`src/rtl/mem_dump_engine.sv`:
```
// rtl/mem_dump_engine.sv - end-of-program DMEM readout engine for the pipelined DLX core
//
// Purpose: watches the fetched instruction stream for TRAP_WORD. On the trap it
//   freezes the core and reads WORD_COUNT big-endian words from byte-wide DMEM,
//   starting at START_ADDR. Each word is streamed out on a valid/ready port, and
//   the engine then parks in DONE with the core still frozen until reset.
// Ports:
//   clock, reset            - rising-edge clock, synchronous active-high reset
//   instruction, instr_valid - instruction currently fetched by the IFU
//   freeze                  - pipeline stall, held from trap until reset
//   mem_rd, mem_addr        - DMEM byte read strobe and byte address
//   mem_rdata               - DMEM byte, valid the cycle after mem_rd
//   out_valid, out_ready    - word stream handshake
//   out_addr, out_data      - byte address and big-endian data of the emitted word
//   busy, done              - busy in READ/EMIT, done in DONE
// Option: define MEM_DUMP_CHECKSUM_EN to append one extra beat after the data.
//   That beat has out_addr=32'hFFFFFFFC and carries the mod-2^32 sum of all data words.
module mem_dump_engine #(
    parameter logic [31:0] START_ADDR = 32'd8192,
    parameter int unsigned WORD_COUNT = 10,
    parameter logic [31:0] TRAP_WORD  = 32'h44000300
) (
    input  logic        clock,
    input  logic        reset,
    input  logic [0:31] instruction,
    input  logic        instr_valid,
    output logic        freeze,
    output logic        mem_rd,
    output logic [0:31] mem_addr,
    input  logic [0:7]  mem_rdata,
    output logic        out_valid,
    input  logic        out_ready,
    output logic [0:31] out_addr,
    output logic [0:31] out_data,
    output logic        busy,
    output logic        done
);

    typedef enum logic [1:0] {IDLE, READ, EMIT, DONE} state_t;

    localparam logic [31:0] LAST_CNT = 32'(WORD_COUNT);

    state_t      state;
    logic [2:0]  bidx;       // READ sub-cycle 0..4
    logic [31:0] word_addr;
    logic [31:0] word_cnt;   // words already accepted

    logic        trap;
    logic [31:0] next_cnt;
    logic [31:0] next_addr;
    logic        last_word;

    assign trap      = instr_valid && (instruction == TRAP_WORD);
    assign next_cnt  = word_cnt + 32'd1;
    assign next_addr = word_addr + 32'd4;
    assign last_word = (next_cnt == LAST_CNT);

`ifdef MEM_DUMP_CHECKSUM_EN
    logic [31:0] sum;
    logic        csum_beat;  // the beat in EMIT is the checksum, not a data word
`endif

    always_ff @(posedge clock) begin
        if (reset) begin
            state     <= IDLE;
            bidx      <= 3'd0;
            word_addr <= 32'd0;
            word_cnt  <= 32'd0;
            freeze    <= 1'b0;
            mem_rd    <= 1'b0;
            mem_addr  <= 32'd0;
            out_valid <= 1'b0;
            out_addr  <= 32'd0;
            out_data  <= 32'd0;
            busy      <= 1'b0;
            done      <= 1'b0;
`ifdef MEM_DUMP_CHECKSUM_EN
            sum       <= 32'd0;
            csum_beat <= 1'b0;
`endif
        end else begin
            case (state)
                IDLE: begin
                    if (trap) begin
                        freeze    <= 1'b1;
                        word_addr <= START_ADDR;
                        word_cnt  <= 32'd0;
                        bidx      <= 3'd0;
                        if (LAST_CNT == 32'd0) begin
`ifdef MEM_DUMP_CHECKSUM_EN
                            // Empty window: only the checksum beat (value 0) is sent.
                            state     <= EMIT;
                            busy      <= 1'b1;
                            out_valid <= 1'b1;
                            out_addr  <= 32'hFFFF_FFFC;
                            out_data  <= 32'd0;
                            csum_beat <= 1'b1;
`else
                            state     <= DONE;
                            done      <= 1'b1;
`endif
                        end else begin
                            state    <= READ;
                            busy     <= 1'b1;
                            mem_rd   <= 1'b1;
                            mem_addr <= START_ADDR;
                        end
                    end
                end

                READ: begin
                    // Byte requested in sub-cycle b-1 arrives in sub-cycle b; bit 0 is the MSB.
                    case (bidx)
                        3'd1:    out_data[0:7]   <= mem_rdata;
                        3'd2:    out_data[8:15]  <= mem_rdata;
                        3'd3:    out_data[16:23] <= mem_rdata;
                        3'd4:    out_data[24:31] <= mem_rdata;
                        default: ;
                    endcase
                    if (bidx == 3'd4) begin
                        state     <= EMIT;
                        out_valid <= 1'b1;
                        out_addr  <= word_addr;
                    end else begin
                        bidx <= bidx + 3'd1;
                        if (bidx == 3'd3) begin
                            mem_rd <= 1'b0;
                        end else begin
                            mem_rd   <= 1'b1;
                            mem_addr <= mem_addr + 32'd1;
                        end
                    end
                end

                EMIT: begin
                    if (out_ready) begin
                        out_valid <= 1'b0;
`ifdef MEM_DUMP_CHECKSUM_EN
                        if (csum_beat) begin
                            csum_beat <= 1'b0;
                            state     <= DONE;
                            busy      <= 1'b0;
                            done      <= 1'b1;
                        end else begin
                            sum       <= sum + out_data;
                            word_cnt  <= next_cnt;
                            word_addr <= next_addr;
                            if (last_word) begin
                                // Stay in EMIT for the checksum beat, including this word.
                                out_valid <= 1'b1;
                                out_addr  <= 32'hFFFF_FFFC;
                                out_data  <= sum + out_data;
                                csum_beat <= 1'b1;
                            end else begin
                                state    <= READ;
                                bidx     <= 3'd0;
                                mem_rd   <= 1'b1;
                                mem_addr <= next_addr;
                            end
                        end
`else
                        word_cnt  <= next_cnt;
                        word_addr <= next_addr;
                        if (last_word) begin
                            state <= DONE;
                            busy  <= 1'b0;
                            done  <= 1'b1;
                        end else begin
                            state    <= READ;
                            bidx     <= 3'd0;
                            mem_rd   <= 1'b1;
                            mem_addr <= next_addr;
                        end
`endif
                    end
                end

                DONE: ;  // sticky until reset, core stays frozen

                default: state <= IDLE;
            endcase
        end
    end

endmodule

```
`config.mk`:
```
export PLATFORM = sky130hd
export DESIGN_NAME = mem_dump_engine
export DESIGN_NICKNAME = d
export VERILOG_FILES = /design/src/rtl/mem_dump_engine.sv
export SDC_FILE = /design/constraint.sdc
export NUM_CORES = 1
export LEC_CHECK = 0
export ABC_AREA = 1
export BUFFER_PORTS_ARGS = -buffer_cell sky130_fd_sc_hd__buf_2
export CORE_MARGIN = 2
export CORE_UTILIZATION = 40
export CTS_BUF_LIST = sky130_fd_sc_hd__clkbuf_8
export DETAILED_ROUTE_END_ITERATION = 8
export HOLD_SLACK_MARGIN = 0.08
export PLACE_DENSITY = 0.69
export SKIP_CTS_REPAIR_TIMING = 1
export SYNTH_ARGS = -nofsm -noshare
export SYNTH_HDL_FRONTEND = slang
export SYNTH_SLANG_ARGS = --single-unit
export TNS_END_PERCENT = 1
```
`constraint.sdc`:
```
create_clock -name clock -period 4.45 [get_ports clock]
set_input_delay 1.1125 -clock clock [delete_from_list [all_inputs] [get_ports clock]]
set_output_delay 1.1125 -clock clock [all_outputs]
set_load 0.01 [all_outputs]
```
==> results of run 1 <==
layout make-up:
cell class	count	area, µm²	share of cell area, %
Multi-Input combinational cell	1138	5280	50.0
Sequential cell	166	3320	31.5
Timing Repair Buffer	154	801	7.58
Inverter	115	432	4.09
Tap cell	285	357	3.38
Clock buffer	18	248	2.35
Clock inverter	13	123	1.16
cell families after synthesis:
family / count (synthesis) / synth area share [%]
XOR/XNOR: 15 / 1.42
adder cells (fa/ha/maj): 14 / 1.89
AND/OR/NAND/NOR: 849 / 38.9
buffers and inverters: 170 / 7.20
other: 1 / 0.0406
flip-flops: 166 / 35.9
AO/OA/AOI/OAI: 258 / 14.6
worst paths after layout:
path,from,to,cells past startpoint,slack [ns]
hold reg to reg,out_addr[23],out_addr[23],2,0.46
setup / recovery,state[1],mem_addr[17],11,1.18
hold / removal,out_addr[23],out_addr[23],2,0.46
setup reg to reg,state[1],mem_addr[17],11,1.18
registers in the layout, indices dropped and copies added (netlist names):
name and count:
busy 1, done 1, state 2, bidx 3, out_data 32, mem_addr 32
out_addr 30, mem_rd 1, word_cnt 32, word_addr 30, freeze 1, out_valid 1
Yosys cell counts (all sizes together) (13+ instances only):
master	number	area share, %
a21oi	134	7.3
buf	13	0.83
clkbuf	42	1.7
dfxtp	166	36
ha	14	1.9
inv	113	4.6
nand2	410	17
nand3	73	4.0
nand3b	20	1.6
nand4	33	2.4
nor2	260	11
nor3	27	1.5
o21ai	99	5.4
or2	13	0.88
placed cells by master, fill, tap and decap left out, types with 3 or more instances in the layout:
| cell | count |
|---|---|
| o21ai_0 | 96 |
| nand2_2 | 3 |
| ha_1 | 14 |
| a21oi_1 | 134 |
| or2_2 | 13 |
| a31oi_1 | 6 |
| buf_2 | 142 |
| nor2_1 | 249 |
| nand3_1 | 73 |
| xnor2_1 | 4 |
| o21ai_1 | 3 |
| nand4_1 | 32 |
| nand3b_1 | 20 |
| o21bai_1 | 4 |
| xor2_1 | 11 |
| inv_2 | 3 |
| inv_6 | 3 |
| clkinvlp_4 | 5 |
| o22ai_1 | 4 |
| nor3_1 | 27 |
| nand2_1 | 407 |
| nor4_1 | 5 |
| nor2_2 | 9 |
| clkbuf_8 | 18 |
| buf_4 | 12 |
| inv_1 | 111 |
| dfxtp_1 | 166 |
per-stage QoR:
step	hold slack [ns]	util, %
after global placement	0.446	45.0
after floorplan	0.448	-
after detailed placement	0.456	45.0
after global routing	0.482	46.6
after CTS	0.470	46.6
final	0.465	46.6
layer usage:
| layer | vias up | track usage, % | wire, µm |
|---|---|---|---|
| met3 | 32 | 3.81 | 2000 |
| met2 | 366 | 34.3 | 11400 |
| met1 | 4460 | 33.4 | 13800 |
| met5 | - | 0 | 0 |
| li1 | 5033 | - | - |
| met4 | 0 | 6.12 | 392 |
power by group:
part	internal [µW]	switching (µW)	leakage [µW]
logic	337	701	0.00283
clock network	460	590	0.000177
registers	1640	194	0.00135
total	2440	1490	0.00435
worst reg2reg max path: stages, from the launching register on:
cell and delay [ns]:
dfxtp_1 0.40, inv_1 0.10, ha_1 0.18, buf_4 0.22, nand2_1 0.33, clkinv_1 0.45, nor4_4 0.36, buf_4 0.39
nand2_2 0.44, nand2_1 0.17, nand2_1 0.06, nor2_1 0.12
==> flow_summary.toml, run 1 <==
[timing]
layout_min_cycle_time_ns = 3.27
tns_ns = 0
skew_ns = 0.0197
finalCritPeriodShare_pct = 73.4
worstMarginPinSlew_ns = 1.14
fmax_mhz = 306
fin_ws_ns = 1.18
relSlewSlack_pct = 23.9
maxSlewViolCount = 0
rsz0062_at_grt = "false"
hold_violations = 0
setup_viol = 0

[yosys]
ys_warn_count = 0
syn_area_um2 = 9250
synth_seq_cells = 166
synth_cells = 1473
ys_seq_area_share_pct = 35.9
async_flop_share_pct = 0
syn_area_per_cell_um2 = 6.28
synth_edf_count = 0
synth_ff_type = "dfxtp_1"
synthDistinctLibCells = 44

[power]
p_per_area_nw_per_um2 = 372
p_total_uw = 3930
p_leak_uw = 0.00435
peakVddDrop_mv = 0.177

[worst_setup_path]
path_cells = "inv_1, ha_1, buf_4, nand2_1, clkinv_1, nor4_4, buf_4, nand2_2, nand2_1, nand2_1, nor2_1"
crit_fanout = 37
crit_top_cell = "nand2_1"
critPathSlowestCell = "clkinv_1"
worstPathArrival_ns = 3.66
critPathCaptureType = "flop"
slowest_delay_ns = 0.44
worst-path-buf-inv = 4
crit_family = "simple AND/OR/NAND/NOR gates"
cp-start-kind = "flop"
cp_data_required_time_ns = 4.84
critPathKind = "flop to flop"

[route]
route.vias.total = 9891
drt_iter0_drc = 786
wl_per_cell_um = 14.6
via_per_inst = 5.24
detail-route-antenna-nets = 0
postRouteWirelength_um = 27600
drc = 0
first_pass_iters = 7

[global_routing]
antenna_found_initial = 0
grt_pass1_wl_um = 45100
grt_pass1_vias = 8988
grt_usage_pct = 22.7
overflow = 0
grt_max_degree = 67

[layout]
fill_cells = 2371
num_antenna_cells = 0
final_cells = 1889
drive_gt1_share_pct = 13.5
nets = 1650
syn_to_final_growth_pct = 14.2
stdcell_area_um2 = 10600

[clock_network]
cts.sink_count = 166
cts-root-buf = "clkbuf_8"
clk_pin_slew_worst_paths_ns = 0.09
cts_tree = "done"
ctsLongestPathBuffers = 2
worst_skew_pair.late_latency_ns = 0.46
numCtsBuffers = 17
htree_num_levels = 4

[outcome]
outcome = "complete, no violations"

[worst_hold_path]
hp-class = "flop to flop"

[die]
core_um2 = 22600
initial_core_util_pct = 40.8
pin_count = 145
die_w_um = 156
die_h_um = 156
rows = 55
dieArea_um2 = 24300

[run]
maxCapViolCount = 0

[placement]
post_dp_cell_area_um2 = 10200
place_ws_ns = 0.968
gp_congestion = 0.920
port_buffers = 142
hpwl_um = 20100
placedCellCount = 1858
No activity file was read; power rests on OpenSTA's default activity.
==> run 2: changes to the inputs <==
clock period = 3.34 ns   (was 4.45 ns; I/O delays follow)
==> flow_summary.toml, run 2 (synthesis results as in run 1) <==
[worst_setup_path]
critPathSlowestCell = "o21ai_0"
critPathKind = "flop to flop"
slowest_delay_ns = 0.52
critPathCaptureType = "flop"
path_cells = "ha_1, nand2_1, nor2_1, nand3_1, nor2_1, nand3b_1, o21ai_0, a21oi_1, nor2_1, nor2_1"
crit_top_cell = "nor2_1"
worstPathArrival_ns = 3.14
cp_data_required_time_ns = 3.71
cp-start-kind = "flop"
crit_fanout = 7

[power]
p_total_uw = 5400
p_leak_uw = 0.00440
peakVddDrop_mv = 0.220
p_per_area_nw_per_um2 = 508

[timing]
fin_ws_ns = 0.574
skew_ns = 0.0197
fmax_mhz = 362
layout_min_cycle_time_ns = 2.77
tns_ns = 0
finalCritPeriodShare_pct = 82.8
relSlewSlack_pct = 44.2
hold_violations = 0
worstMarginPinSlew_ns = 0.836
maxSlewViolCount = 0
hold_ws_ns = 0.465
rsz0062_at_grt = "false"
setup_viol = 0

[layout]
drive_gt1_share_pct = 13.6
fill_cells = 2404
num_antenna_cells = 0
stdcell_area_um2 = 10600
final_common_cell = "nand2_1"
mostFrequentLayoutCells = "nand2_1, nor2_1, dfxtp_1, buf_2, a21oi_1"
syn_to_final_growth_pct = 15.0
nets = 1652
reg.largest.list = "mem_addr (32), out_data (32), word_cnt (32)"

[route]
drc = 0
route.vias.total = 10000
via_per_inst = 5.29
wl_per_cell_um = 14.6
detail-route-antenna-nets = 0
first_pass_iters = 5
postRouteWirelength_um = 27600
drt_iter0_drc = 862

[placement]
place_ws_ns = 0.462
port_buffers = 142
hpwl_um = 20300
post_dp_cell_area_um2 = 10200
gp_congestion = 0.890

[clock_network]
htree_num_levels = 4
cts-root-buf = "clkbuf_8"
clk_pin_slew_worst_paths_ns = 0.10
cts.sink_count = 166
ctsLongestPathBuffers = 2
numCtsBuffers = 17
worst_skew_pair.late_latency_ns = 0.47
cts_tree = "done"

[die]
die_w_um = 156
initial_core_util_pct = 40.8
core_um2 = 22600
die_h_um = 156
rows = 55
pin_count = 145
dieArea_um2 = 24300

[global_routing]
overflow = 0
met3_usage_pct = 3.69
grt_pass1_wl_um = 45100
gr-usage-met2_pct = 34.6
grt_pass1_vias = 8859
grt_max_degree = 67
grt_use_met1_pct = 33.0
antenna_found_initial = 0
busiest_layer = "met2"
grt_usage_pct = 22.7

[worst_hold_path]
hp-class = "flop to flop"

[outcome]
outcome = "complete, no violations"

[run]
maxCapViolCount = 0
==> run 2: final cells by class <==
type	instances	area, µm²	area share (%)
well taps	285	357	3.35
repair buffers	156	828	7.79
multi-input cells	1138	5280	49.6
clock inverters	14	175	1.65
flip-flops and latches	166	3320	31.2
inverters	115	432	4.06
clock buffers	18	248	2.33
==> run 2: critical path: cells and delay by family, from the launching register on <==
family / cells / cell delay [ns]
adders and majority gates: 1 / 0.21
and+or+nand+nor: 7 / 1.32
AOI/OAI and AO/OA: 2 / 0.65
DFF: 1 / 0.49
==> run 2: metal layers <==
metal,part of all wire [%],vias up
met1,49,4585
met5,0,-
met4,1.5,0
met3,7.4,29
li1,-,5038
met2,42,362
==> run 2: stage by stage <==
step                cells  util (%)
floorplan            1474         -
global placement     1860      45.1
detailed placement   1860      45.1
CTS                  1892      47.0
global route         1892      47.0
finish               1892      47.0
==> run 2: final timing paths <==
path / cells after the start / slack (ns) / startpoint / end
max: 10 / 0.57 / word_addr[2] / mem_addr[7]
min: 2 / 0.46 / out_addr[27] / out_addr[27]
min reg2reg: 2 / 0.46 / out_addr[27] / out_addr[27]
max reg2reg: 10 / 0.57 / word_addr[2] / mem_addr[7]
==> run 2: where the power goes <==
group	switching, µW	internal (µW)
clock network	798	770
logic	928	456
registers	263	2190
==> run 3: changes to the inputs <==
ABC_AREA = 0   (was 1)
PLACE_DENSITY = 0.71   (was 0.69)
clock period = 2.5 ns   (was 3.34 ns; I/O delays follow)
==> flow_summary.toml, run 3 <==
[worst_setup_path]
critPathKind = "flop to flop"
worstPathArrival_ns = 3.33
reg2reg_to = "mem_addr[31]"
crit_family = "simple AND/OR/NAND/NOR gates"
critPathSlowestCell = "or4_4"
r2r-start = "word_cnt[9]"
cp-start-kind = "flop"
r2r_cells = 8
critPathCaptureType = "flop"
crit_fanout = 4
slowest_delay_ns = 0.50
path_cells = "nand4_1, or4_4, o21a_1, or3_1, or4_4, or4_4, nand2_4, mux2_2"
worst-path-stages = 8
r2r_slack_ns = -0.48
cp_data_required_time_ns = 2.86
crit_top_cell = "or4_4"
worst-path-buf-inv = 0

[die]
initial_core_util_pct = 40.8
die_w_um = 153
die_h_um = 153
pin_count = 145
dieArea_um2 = 23400
rows = 54
core_um2 = 21800

[route]
via_per_inst = 5.76
drt_iter0_drc = 937
route.vias.total = 9784
drc = 0
detail-route-antenna-nets = 0
postRouteWirelength_um = 28200
wl_per_cell_um = 16.6
first_pass_iters = 7

[layout]
syn_to_final_growth_pct = 28.9
reg.largest.list = "mem_addr (32), out_data (32), word_cnt (32)"
final_common_cell = "nand2_1"
mostFrequentLayoutCells = "nand2_1, dfxtp_1, buf_4, buf_2, a21oi_1"
nets = 1464
drive_gt1_share_pct = 26.8
finish.utilization_pct = 52.5
num_antenna_cells = 0
stdcell_area_um2 = 11500
fill_cells = 2131

[timing]
hold_violations = 0
setup_viol = 39
skew_ns = 0.0210
fmax_mhz = 336
finalCritPeriodShare_pct = 119
relSlewSlack_pct = 47.6
worstMarginPinSlew_ns = 0.777
layout_min_cycle_time_ns = 2.98
rsz0062_at_grt = "true"
hold_ws_ns = 0.429
fin_ws_ns = -0.475
maxSlewViolCount = 0

[clock_network]
numCtsBuffers = 17
cts-root-buf = "clkbuf_8"
ctsLongestPathBuffers = 2
htree_num_levels = 4
cts.sink_count = 166
worst_skew_pair.late_latency_ns = 0.48
cts_tree = "done"
clk_pin_slew_worst_paths_ns = 0.09

[worst_hold_path]
worstHoldStart = "mem_rdata[5]"
whs_path_depth = 3
worst_hold_path.endpoint = "out_data[29]"
hp-class = "primary input to flop"

[power]
p_per_area_nw_per_um2 = 409
peakVddDrop_mv = 0.297
p_total_uw = 4690
p_leak_uw = 0.00439

[global_routing]
antenna_found_initial = 0
grt_pass1_wl_um = 46200
grt_max_degree = 96
grt_usage_pct = 23.8
grt_pass1_vias = 9054
overflow = 0

[yosys]
ys_seq_area_share_pct = 37.4
synth_top_area_share_pct = 37.4
synthTopCellsByCount = "nand2_1, dfxtp_1, a21oi_1"
async_flop_share_pct = 0
synth_seq_cells = 166
syn_area_per_cell_um2 = 7.59
yosysMostFrequentCell = "nand2_1"
ys_top_cells_by_area = "dfxtp_1, nand2_1, a21oi_1"
yosysTopAreaCell = "dfxtp_1"
synth_cells = 1172
syn_area_um2 = 8900
synth_edf_count = 0
synthDistinctLibCells = 65
ys_warn_count = 0
synth_ff_type = "dfxtp_1"

[outcome]
failed_checks = "negative setup slack"
outcome = "finished with violations"

[placement]
place_ws_ns = -0.533
gp_congestion = 0.903
post_dp_cell_area_um2 = 11000
hpwl_um = 20200
port_buffers = 142

[run]
maxCapViolCount = 0
==> run 3: cell count changes in the layout (fill, tap and decap cells not counted), moves of 18 or more <==
cell | before | now
a22oi_1 | 0 | 18
buf_4 | 13 | 159
inv_1 | 112 | 16
nand2_1 | 407 | 180
nand3_1 | 73 | 55
nand3b_1 | 20 | 2
nor2_1 | 249 | 92
o21ai_0 | 96 | 46
o31ai_1 | 1 | 20
xnor2_1 | 4 | 26
==> run 3: how the worst max path moves through the flow <==
stage	start	endpoint	slack, ns
2_1_floorplan	word_cnt[9]	mem_addr[6]	-0.55
3_3_place_gp	word_cnt[0]	mem_addr[13]	-0.47
3_5_place_dp	word_cnt[2]	mem_addr[13]	-0.53
4_1_cts	word_cnt[2]	mem_addr[13]	-0.55
5_1_grt	word_cnt[1]	mem_addr[13]	-0.55
6_report	word_cnt[9]	mem_addr[31]	-0.48
==> run 3: per-layer routing <==
layer / up-vias / share of wire [%] / global-route usage (%)
li1: 4707 / - / -
met1: 4624 / 44 / 32.0
met2: 419 / 47 / 38.9
met3: 34 / 7.7 / 4.93
met4: 0 / 1.2 / 5.95
met5: - / 0 / 0
==> run 3: tightest hold or removal path: cells and delay by family <==
kind            cells  cell delay [ns]
compound gates      1             0.05
buf+inv             1             0.13
simple gates        1             0.06
==> run 3: final cells by class <==
type	instances	area [µm²]	share of cell area (%)
Multi-Input combinational cell	895	5250	45.8
Sequential cell	166	3330	29.1
Timing Repair Buffer	311	2080	18.2
Tap cell	280	350	3.06
Clock buffer	21	289	2.52
Clock inverter	11	101	0.884
Inverter	15	56.3	0.491
==> run 3: cells by family (layout without fill, tap and decap cells) <==
kind of cell / count (synthesis) / in the layout / synth area share (%)
other: 1 / 2 / 0.0422
AND/OR/NAND/NOR: 512 / 512 / 28.2
buffers and inverters: 112 / 358 / 5.08
adder cells (fa/ha/maj): 14 / 14 / 1.97
XOR/XNOR: 48 / 48 / 4.73
AO/OA/AOI/OAI: 315 / 315 / 22.2
multiplexers: 4 / 4 / 0.478
flip-flops: 166 / 166 / 37.4
==> run 3: where the power goes <==
part	leakage (µW)	internal (µW)	switching, µW
combinational	0.00284	33.9	69.6
clock	0.000207	896	1050
sequential	0.00134	2640	0.000000609
total	0.00439	3570	1120
==> run 3: metrics by stage <==
step | setup TNS (ns) | cells
after floorplan | -16.32 | 1173
after global placement | -27.42 | 1667
after detailed placement | -33.70 | 1667
after CTS | -17.91 | 1699
after global routing | -19.06 | 1699
final | -15.00 | 1699
